### src/rtl/mult_booth_pkg.sv
// Shared definitions for the sequential Booth multiplier: operand width,
// step count, counter width and the controller state encoding.
package mult_booth_pkg;

    localparam int WIDTH      = 32;
    localparam int MULT_STEPS = 32;
    localparam int CNT_W      = 6;

    typedef enum logic [1:0] {
        S_IDLE = 2'd0,
        S_RUN  = 2'd1,
        S_DONE = 2'd2
    } state_t;

endpackage

### src/rtl/mult_booth_booth_step.sv
// One radix-2 Booth iteration: conditional add/subtract of the multiplicand
// followed by an arithmetic right shift of {A, Q, Qm1}.
module booth_step
    import mult_booth_pkg::*;
(
    input  logic [WIDTH:0]   i_a,
    input  logic [WIDTH-1:0] i_q,
    input  logic             i_qm1,
    input  logic [WIDTH:0]   i_m,
    output logic [WIDTH:0]   o_a,
    output logic [WIDTH-1:0] o_q,
    output logic             o_qm1
);

    logic [WIDTH:0] w_sum;

    always_comb begin
        // NOTE: w_sum gets a default before the case so no path leaves it unassigned (no latch).
        w_sum = i_a;
        case ({i_q[0], i_qm1})
            2'b01:   w_sum = i_a + i_m;
            2'b10:   w_sum = i_a - i_m;
            default: w_sum = i_a;
        endcase
    end

    // The 33rd accumulator bit carries the sign, so A - M stays exact for M = -2^31.
    assign o_a   = {w_sum[WIDTH], w_sum[WIDTH:1]};
    assign o_q   = {w_sum[0], i_q[WIDTH-1:1]};
    assign o_qm1 = i_q[0];

endmodule

### src/rtl/mult_booth.sv
// Sequential signed 32x32->64 Booth multiplier, one step per clock; publishes
// the product on Hi/Lo with a one-cycle done pulse.
module mult_booth
    import mult_booth_pkg::*;
(
    input  logic             clk,
    input  logic             reset,
    input  logic             start,
    input  logic [WIDTH-1:0] Multiplicando,
    input  logic [WIDTH-1:0] Multiplicador,
    output logic [WIDTH-1:0] Hi,
    output logic [WIDTH-1:0] Lo,
    output logic             done
);

    state_t           r_state;
    logic [WIDTH:0]   r_a;
    logic [WIDTH:0]   r_m;
    logic [WIDTH-1:0] r_q;
    logic             r_qm1;
    logic [CNT_W-1:0] r_cnt;

    logic [WIDTH:0]   w_a_next;
    logic [WIDTH-1:0] w_q_next;
    logic             w_qm1_next;

    booth_step u_step (
        .i_a   (r_a),
        .i_q   (r_q),
        .i_qm1 (r_qm1),
        .i_m   (r_m),
        .o_a   (w_a_next),
        .o_q   (w_q_next),
        .o_qm1 (w_qm1_next)
    );

    // NOTE: all state uses non-blocking assignments; r_m is left out of reset because it is always loaded by start before use.
    always_ff @(posedge clk) begin
        if (reset) begin
            r_state <= S_IDLE;
            r_a     <= '0;
            r_q     <= '0;
            r_qm1   <= 1'b0;
            r_cnt   <= '0;
            Hi      <= '0;
            Lo      <= '0;
            done    <= 1'b0;
        end else begin
            done <= 1'b0;
            if (start) begin
                r_m     <= {Multiplicando[WIDTH-1], Multiplicando};
                r_q     <= Multiplicador;
                r_a     <= '0;
                r_qm1   <= 1'b0;
                r_cnt   <= CNT_W'(MULT_STEPS);
                r_state <= S_RUN;
            end else begin
                case (r_state)
                    S_RUN: begin
                        r_a   <= w_a_next;
                        r_q   <= w_q_next;
                        r_qm1 <= w_qm1_next;
                        r_cnt <= r_cnt - CNT_W'(1);
                        // Last step: publish the post-shift product in one go.
                        if (r_cnt == CNT_W'(1)) begin
                            Hi      <= w_a_next[WIDTH-1:0];
                            Lo      <= w_q_next;
                            done    <= 1'b1;
                            r_state <= S_DONE;
                        end
                    end
                    S_DONE:  r_state <= S_IDLE;
                    S_IDLE:  r_state <= S_IDLE;
                    default: r_state <= S_IDLE;
                endcase
            end
        end
    end

endmodule
### config.mk
export PLATFORM = sky130hd
export DESIGN_NAME = mult_booth
export DESIGN_NICKNAME = d
export VERILOG_FILES = /design/src/rtl/mult_booth_pkg.sv /design/src/rtl/mult_booth_booth_step.sv /design/src/rtl/mult_booth.sv
export SDC_FILE = /design/constraint.sdc
export NUM_CORES = 1
export LEC_CHECK = 0
export CAP_MARGIN = 30
export CORE_ASPECT_RATIO = 1.2
export CORE_MARGIN = 2
export CORE_UTILIZATION = 40
export DETAILED_ROUTE_END_ITERATION = 8
export GPL_ROUTABILITY_DRIVEN = 0
export GPL_TIMING_DRIVEN = 1
export PLACE_DENSITY = 0.63
export SLEW_MARGIN = 25
export SYNTH_ARGS = -nofsm -noshare
export SYNTH_HDL_FRONTEND = slang
export SYNTH_SLANG_ARGS = --single-unit
### constraint.sdc
create_clock -name clk -period 6.75 [get_ports clk]
set_clock_uncertainty 0.2 [all_clocks]
set_input_delay 1.35 -clock clk [delete_from_list [all_inputs] [get_ports clk]]
set_output_delay 1.35 -clock clk [all_outputs]
set_load 0.1 [all_outputs]
# [Word-level counts from Yosys, hierarchy flattened]
# Index checks and enable logic that the tools add are counted.
# W data, S select, Z words.
[op_classes] bitwise_logic=3 n_reduce_logical=5 muxes=9 eq_ne=5 n_addsub=3
[op_table] cell="$pmux W33 S2" count=1
[op_table] cell="$mux W32" count=2
[op_table] cell="$add A32 B32 Y33" count=1
[op_table] cell="$sub A32 B32 Y33" count=1
[op_table] cell="$mux W6" count=2
[op_table] cell="$eq A6 B1 Y1 const B" count=1
[op_table] cell="$sub A6 B1 Y6 const B" count=1
[op_table] cell="$eq A2 B1 Y1 const B" count=2
[op_table] cell="$mux W1" count=4
[op_table] cell="$ne A3 B3 Y1 const B" count=1
[op_table] cell="$not A1 Y1" count=3
[op_table] cell="$reduce_and A3 Y1" count=1
[op_table] cell="$reduce_or A3 Y1" count=1
[op_table] cell="$eq A2 B2 Y1 const B" count=1
[op_table] cell="$reduce_and A2 Y1" count=1
[op_table] cell="$reduce_bool A2 Y1" count=1
[op_table] cell="$reduce_or A2 Y1" count=1
[totals] regBits=170 out_inout_bits=65

# [Depth between registers and ports, before layout]
# Gate-level depths: netlist of run 1.
[logic_depth] depth_word=4 ltp_mapped=18 mapped_depth_nobuf=17

# [Cells and area by module]
# From an unflattened synthesis of run 1, not the netlist that was laid out.
[unflattened] cells_unflattened=1179 area_unflattened_um2=10045.9
[modules_own_cells] mod="mult_booth" cells_each=679 area_each_um2=6722.7 instances=1
[modules_own_cells] mod="booth_step" cells_each=500 area_each_um2=3323.2 instances=1

# [Worst setup path after synthesis of run 1]
# Ideal clock, no wire load.
[synth_timing] path_type="register to register" start="register r_m[15]" end="register Hi[31]" setup_time_ns=0.091 t_required_ns=6.459 t_arrival_ns=4.299 n_path_buf=1 slack_ns=2.160 stages_incl_launch_ff=18 cell_sequence="edfxtp_1 or4_4 or3_4 or4_4 nor2_1 and3b_1 a21oi_1 xnor2_1 ha_1 clkbuf_1 nand4_1 nor3_1 nand2_1 and3_1 o22ai_1 xor2_1 or3_1 a311oi_1"
[synth_via] elab_chain_cells=2
[synth_lines] item="start: declaration" line="mult_booth.sv:18" text="logic [WIDTH:0] r_m;"
[synth_lines] item="start signal: assignment" line="mult_booth.sv:51" text="r_m <= {Multiplicando[WIDTH-1], Multiplicando};"
[synth_lines] item="$sub A32 B32 Y33 / $add A32 B32 Y33 (equally long branches)" line="mult_booth_booth_step.sv:22, mult_booth_booth_step.sv:21"
[synth_lines] item="$pmux W33 S2 (*)" line="mult_booth_booth_step.sv:20" text="case ({i_q[0], i_qm1})"
[synth_lines] item="end signal: assignment" line="mult_booth.sv:66" text="Hi <= w_a_next[WIDTH-1:0];"
[synth_lines] item="end: declaration" line="mult_booth.sv:11" text="output logic [WIDTH-1:0] Hi,"
# Mark *: on every way between the ends. The rest lies on a longest branch, timed or not.
# A chain may end at the register's enable or synchronous reset.

# [Final worst setup path of run 1]
[layout_timing] start="register r_m[0]" end="register Hi[31]"
# The elaborated chain is that of the path after synthesis.

==> flow_summary.yaml, run 1 <==
clocking:
  cts_resized: 0
  clkTransAtPathRegs_ns: 0.07
  cts_buffer_depth: 2
  clk_latency_ns: 0.44
  cts_hold_buf: 0
  h-tree-depth: 4
  tritoncts: "built"
  postCtsSetupBuffers: 0
  cts.sinks: 170
  cts_buffers: 17
  cts-root-buf: "clkbuf_16"
drt:
  final_antenna_net_count: 0
  viasPerCell: 5.42
  wl_met1_um: 10500
  drtPass1Iterations: 5
  route.met2.wl_um: 11900
  routed_wirelength_um: 24900
  vias: 8060
  met3_length_um: 1650
  routed.top_layer: "met4"
  post_drt_wl_per_cell_um: 16.7
  drt_iter0_markers: 351
  drc: 0
worst_hold_path:
  worstHoldPathType: "register to register"
final_layout:
  n_antenna_cell: 0
  area_growth_pct: 25.0
  instances_no_fill: 1486
  drive_above_1_share_pct: 5.36
  layout.nets: 1303
die:
  core-area_um2: 21800
  die_x_um: 140
  initial_core_util_pct: 40.9
  rows: 59
  ios: 132
  fp.dieH_um: 167
  die_area_um2: 23500
logic_synthesis:
  ys_seq_area_share_pct: 41.8
  avgSynthCellArea_um2: 8.05
  synth-seq-cells: 170
  synth_nets: 1210
  synth.largest_area_cell: "dfxtp_1"
  synthArstFlopShare_pct: 0
  synthCells: 1106
  ys.flop_type: "dfxtp_1"
  synth_edf_count: 32
  netlist_area_um2: 8910
  synthTopCellsByArea: "dfxtp_1 31%, edfxtp_1 11%, a21oi_1 8.9%, nand2_1 6.9%, nor2_1 6.5%"
  synth_cell_types: 57
  synth_top_area_share_pct: 31.0
  ys_warn_count: 0
placed_design:
  dp_slack_ns: 1.69
  dp_cells: 1451
  portBuffers: 131
  hpwl_um: 17500
global_routing:
  grt_pass1_vias: 7653
  antenna_found_initial: 0
  overflow: 0
  grt_max_degree: 66
  grt_pass1_wl_um: 40200
  grt_usage_pct: 21.4
sta:
  rsz0062_at_grt: "no"
  max_slew.worst_pin.slew_ns: 1.04
  drv_slew: 0
  max_freq_mhz: 196
  slew_headroom_pct: 30.3
  setup-violations-final: 0
  tns_ns: 0
  finalHoldViolations: 0
  finalCritPeriodShare_pct: 75.6
  min_period_ns: 5.10
  layout_setup_ws_ns: 1.65
power_and_ir_drop:
  irDropWorstVdd_mv: 0.179
  power_leakage_nw: 4.02
  p_per_area_nw_per_um2: 226
worst_setup_path:
  worst-path-buf-inv: 1
  crit_slowest_cell: "nor4_1"
  critPathMaxStageDelay_ns: 0.60
  worstPathRequired_ns: 6.89
  arrival_ns: 5.24
  end_kind: "register"
  crit_chain: "inv_1, ha_1, or3b_2, nor4_1, nand2_1, nor4_4, nor2_1, xnor2_1, ha_1, nand4_1, nor3_1, nand2_1, and3_1, o22ai_1, xor2_1, or3_1, a311oi_1"
  cp_max_fo: 12
  cpLargestDelayFamily: "simple AND/OR/NAND/NOR gates"
  crit_type: "register to register"
  crit_path_start_kind: "register"
run:
  cap_violations: 0
run_status:
  outcome: "finished clean"
==> stage by stage <==
stage	instance area (um2)	power (mW)	utilization, %	hold slack (ns)
global route	11100	2.64	51.1	0.275
finish	11100	2.51	51.1	0.256
detailed placement	10500	1.56	48.1	0.242
floorplan	8910	1.42	-	0.236
CTS	11100	2.54	50.8	0.258
global placement	10400	1.55	47.6	0.241
==> final timing paths <==
check             startpoint     end  slack (ns)  cells after the start
hold reg to reg       Lo[18]  Lo[18]        0.26                      2
hold / removal        Lo[18]  Lo[18]        0.26                      2
setup reg to reg      r_m[0]  Hi[31]        1.65                     17
setup / recovery      r_m[0]  Hi[31]        1.65                     17
==> routing by layer <==
| layer | vias to the layer above | GRT usage [%] |
|---|---|---|
| li1 | 4072 | - |
| met1 | 3736 | 25.8 |
| met2 | 208 | 35.8 |
| met3 | 44 | 6.15 |
| met4 | 0 | 9.00 |
| met5 | - | 0 |
==> cells by family after synthesis <==
group | count (synthesis) | synth area share, %
xor+xnor | 55 | 5.41
buf+inv | 94 | 3.96
simple gates | 427 | 21.2
fa+ha+maj | 37 | 5.28
compound gates | 307 | 20.6
flops | 170 | 41.8
mux | 16 | 1.81
==> layout make-up <==
type | instances | area, um2
inverters | 21 | 78.8
well taps | 274 | 343
repair buffers | 147 | 1540
multi-input cells | 842 | 4850
clock buffers | 17 | 425
clock inverters | 15 | 166
flip-flops and latches | 170 | 3720
fillers | 2062 | 10600
==> tightest hold or removal path: stages (launching register included) <==
cell     delay [ns]
dfxtp_1        0.31
nand2_1        0.05
a21oi_1        0.05
==> power breakdown <==
| part | leakage (nW) | internal [mW] | switching (mW) |
|---|---|---|---|
| clock network | 0.291 | 0.500 | 0.475 |
| registers | 1.42 | 1.07 | 0.0334 |
| logic | 2.31 | 0.175 | 0.260 |
==> cell usage after synthesis, drive strengths merged, types with 7 or more instances <==
library cell / n
a211oi: 31
a21o: 10
a21oi: 159
a311oi: 10
a31oi: 13
buf: 7
clkbuf: 66
dfxtp: 138
edfxtp: 32
ha: 36
inv: 21
mux2i: 15
nand2: 164
nand2b: 9
nand3: 15
nand4: 7
nor2: 154
nor2b: 12
nor3: 24
nor4: 7
o21a: 8
o21ai: 41
xnor2: 46
xor2: 9
==> flip-flops by register name, summed over array words and instances, names as in the netlist <==
signal,count
done,1
r_q,32
r_state,2
r_a,32
r_qm1,1
r_m,32
r_cnt,6
Lo,32
Hi,32
==> layout by cell type (no fill, tap or decap), types with 13 or more instances in the layout <==
cell and instances:
ha_1 36, nor3_1 23, mux2i_1 15, a211oi_1 31, inv_1 21, clkdlybuf4s50_1 129, dfxtp_1 138, xnor2_1 46
nand3_1 15, a31oi_1 13, clkbuf_16 17, nand2_1 164, edfxtp_1 32, a21oi_1 159, nor2_1 153, o21ai_0 41
Note: power is estimated with default switching activity, not from simulation.
==> inputs of run 2 (changes only) <==
==> constraint.sdc (replaced) <==
create_clock -name clk -period 5.1 [get_ports clk]
set_clock_uncertainty 0.2 [all_clocks]
set_input_delay 1.02 -clock clk [delete_from_list [all_inputs] [get_ports clk]]
set_output_delay 1.02 -clock clk [all_outputs]
set_load 0.1 [all_outputs]
==> flow_summary.yaml, run 2 (same netlist as run 1, synthesis figures left out) <==
worst_hold_path:
  worstHoldPathType: "register to register"
  whs_path_depth: 2
  min_from: "Lo[26]"
  whs_endpoint: "Lo[26]"
final_layout:
  n_antenna_cell: 0
  final_cell_area_um2: 11200
  drive_above_1_share_pct: 6.14
  layout_commonest_cell: "nand2_1"
  final_core_util_pct: 51.5
  final_cell_mix: "164 x nand2_1, 159 x a21oi_1, 154 x nor2_1"
  instances_no_fill: 1495
  area_growth_pct: 25.8
  layout.nets: 1312
clocking:
  cts_hold_buf: 0
  clkTransAtPathRegs_ns: 0.07
  h-tree-depth: 4
  cts_buffer_depth: 2
  tritoncts: "built"
  clk_latency_ns: 0.43
  cts-root-buf: "clkbuf_16"
  cts_buffers: 17
  cts.sinks: 170
placed_design:
  hpwl_um: 17500
  dp_cells: 1459
  portBuffers: 131
  postPlaceCellArea_um2: 10500
drt:
  viasPerCell: 5.43
  routed_wirelength_um: 24900
  drc: 0
  post_drt_wl_per_cell_um: 16.7
  vias: 8117
  drt_iter0_markers: 409
  drtPass1Iterations: 5
  final_antenna_net_count: 0
power_and_ir_drop:
  p_total_mw: 3.34
  power_leakage_nw: 4.06
  p_per_area_nw_per_um2: 298
  irDropWorstVdd_mv: 0.286
sta:
  max_slew.worst_pin.slew_ns: 1.02
  drv_slew: 0
  min_period_ns: 4.78
  finalHoldViolations: 0
  max_freq_mhz: 209
  slew_headroom_pct: 31.5
  finalCritPeriodShare_pct: 93.7
  setup-violations-final: 0
worst_setup_path:
  reg2reg_depth: 16
  r2r_end: "Hi[30]"
  ff2ff_setup_slack_ns: 0.32
  worstPathRequired_ns: 5.24
  reg2reg_from: "r_m[15]"
  crit_path_start_kind: "register"
  crit_type: "register to register"
  end_kind: "register"
  arrival_ns: 4.92
  cp_max_fo: 11
global_routing:
  grt_pass1_vias: 7802
  grt_usage_pct: 21.5
  grt_max_degree: 77
  overflow: 0
  grt_pass1_wl_um: 40700
  antenna_found_initial: 0
die:
  rows: 59
  initial_core_util_pct: 40.9
  core-area_um2: 21800
  fp.dieH_um: 167
  die_x_um: 140
  ios: 132
  die_area_um2: 23500
run_status:
  outcome: "finished clean"
run:
  cap_violations: 0
run 2: critical path, stage by stage (launching register included):
cell,delay [ns]
edfxtp_1,0.43
or4_4,0.57
or3_4,0.36
or4_4,0.46
nor4_4,0.27
nor2_1,0.09
xnor2_1,0.14
ha_1,0.29
buf_4,0.18
a211oi_1,0.32
nor2_1,0.08
nor2_1,0.20
o21ai_0,0.13
a221oi_1,0.32
o41ai_1,0.19
mux2i_1,0.17
a311oi_1,0.28
run 2: final cells by class:
class / instances / area (um2)
inverters: 21 / 78.8
flip-flops and latches: 170 / 3720
clock buffers: 18 / 439
repair buffers: 156 / 1600
well taps: 274 / 343
fillers: 2065 / 10600
multi-input cells: 842 / 4870
clock inverters: 14 / 153
run 2: what timing repair did:
item                       in CTS  in global routing
hold endpoints to repair        0                  0
setup endpoints to repair       0                  3
buffers inserted                0                  2
gates resized for setup         0                  3
run 2: worst max path at each step:
stage                 start  endpoint  slack [ns]  cells after the start
floorplan           r_m[15]    Hi[31]        0.51                     17
global placement    r_m[15]    Hi[30]        0.31                     16
CTS                 r_m[15]    Hi[31]        0.27                     16
global route         r_m[1]    Hi[30]       -0.01                     19
detailed placement  r_m[15]    Hi[31]        0.30                     16
finish              r_m[15]    Hi[30]        0.32                     16
run 2: per-stage QoR:
stage          hold WS (ns)  setup WS [ns]  TNS [ns]
3_5_place_dp          0.248          0.303         0
2_1_floorplan         0.236          0.510         0
3_3_place_gp          0.240          0.306         0
6_report              0.255          0.320         0
5_1_grt               0.280        -0.0143   -0.0251
4_1_cts               0.258          0.269         0
run 2: metal layers:
layer	track usage (%)	share of wire, %	up-vias
li1	-	-	4089
met1	25.9	42	3776
met2	37.6	49	209
met3	5.23	6.6	43
met4	7.29	2.7	0
met5	0	0	-
run 2: power by group:
part / switching [mW] / total [mW] / leakage (nW) / internal, mW
sequential: 0.0431 / 1.46 / 1.42 / 1.42
combinational: 0.349 / 0.588 / 2.35 / 0.238
clock: 0.620 / 1.29 / 0.292 / 0.670
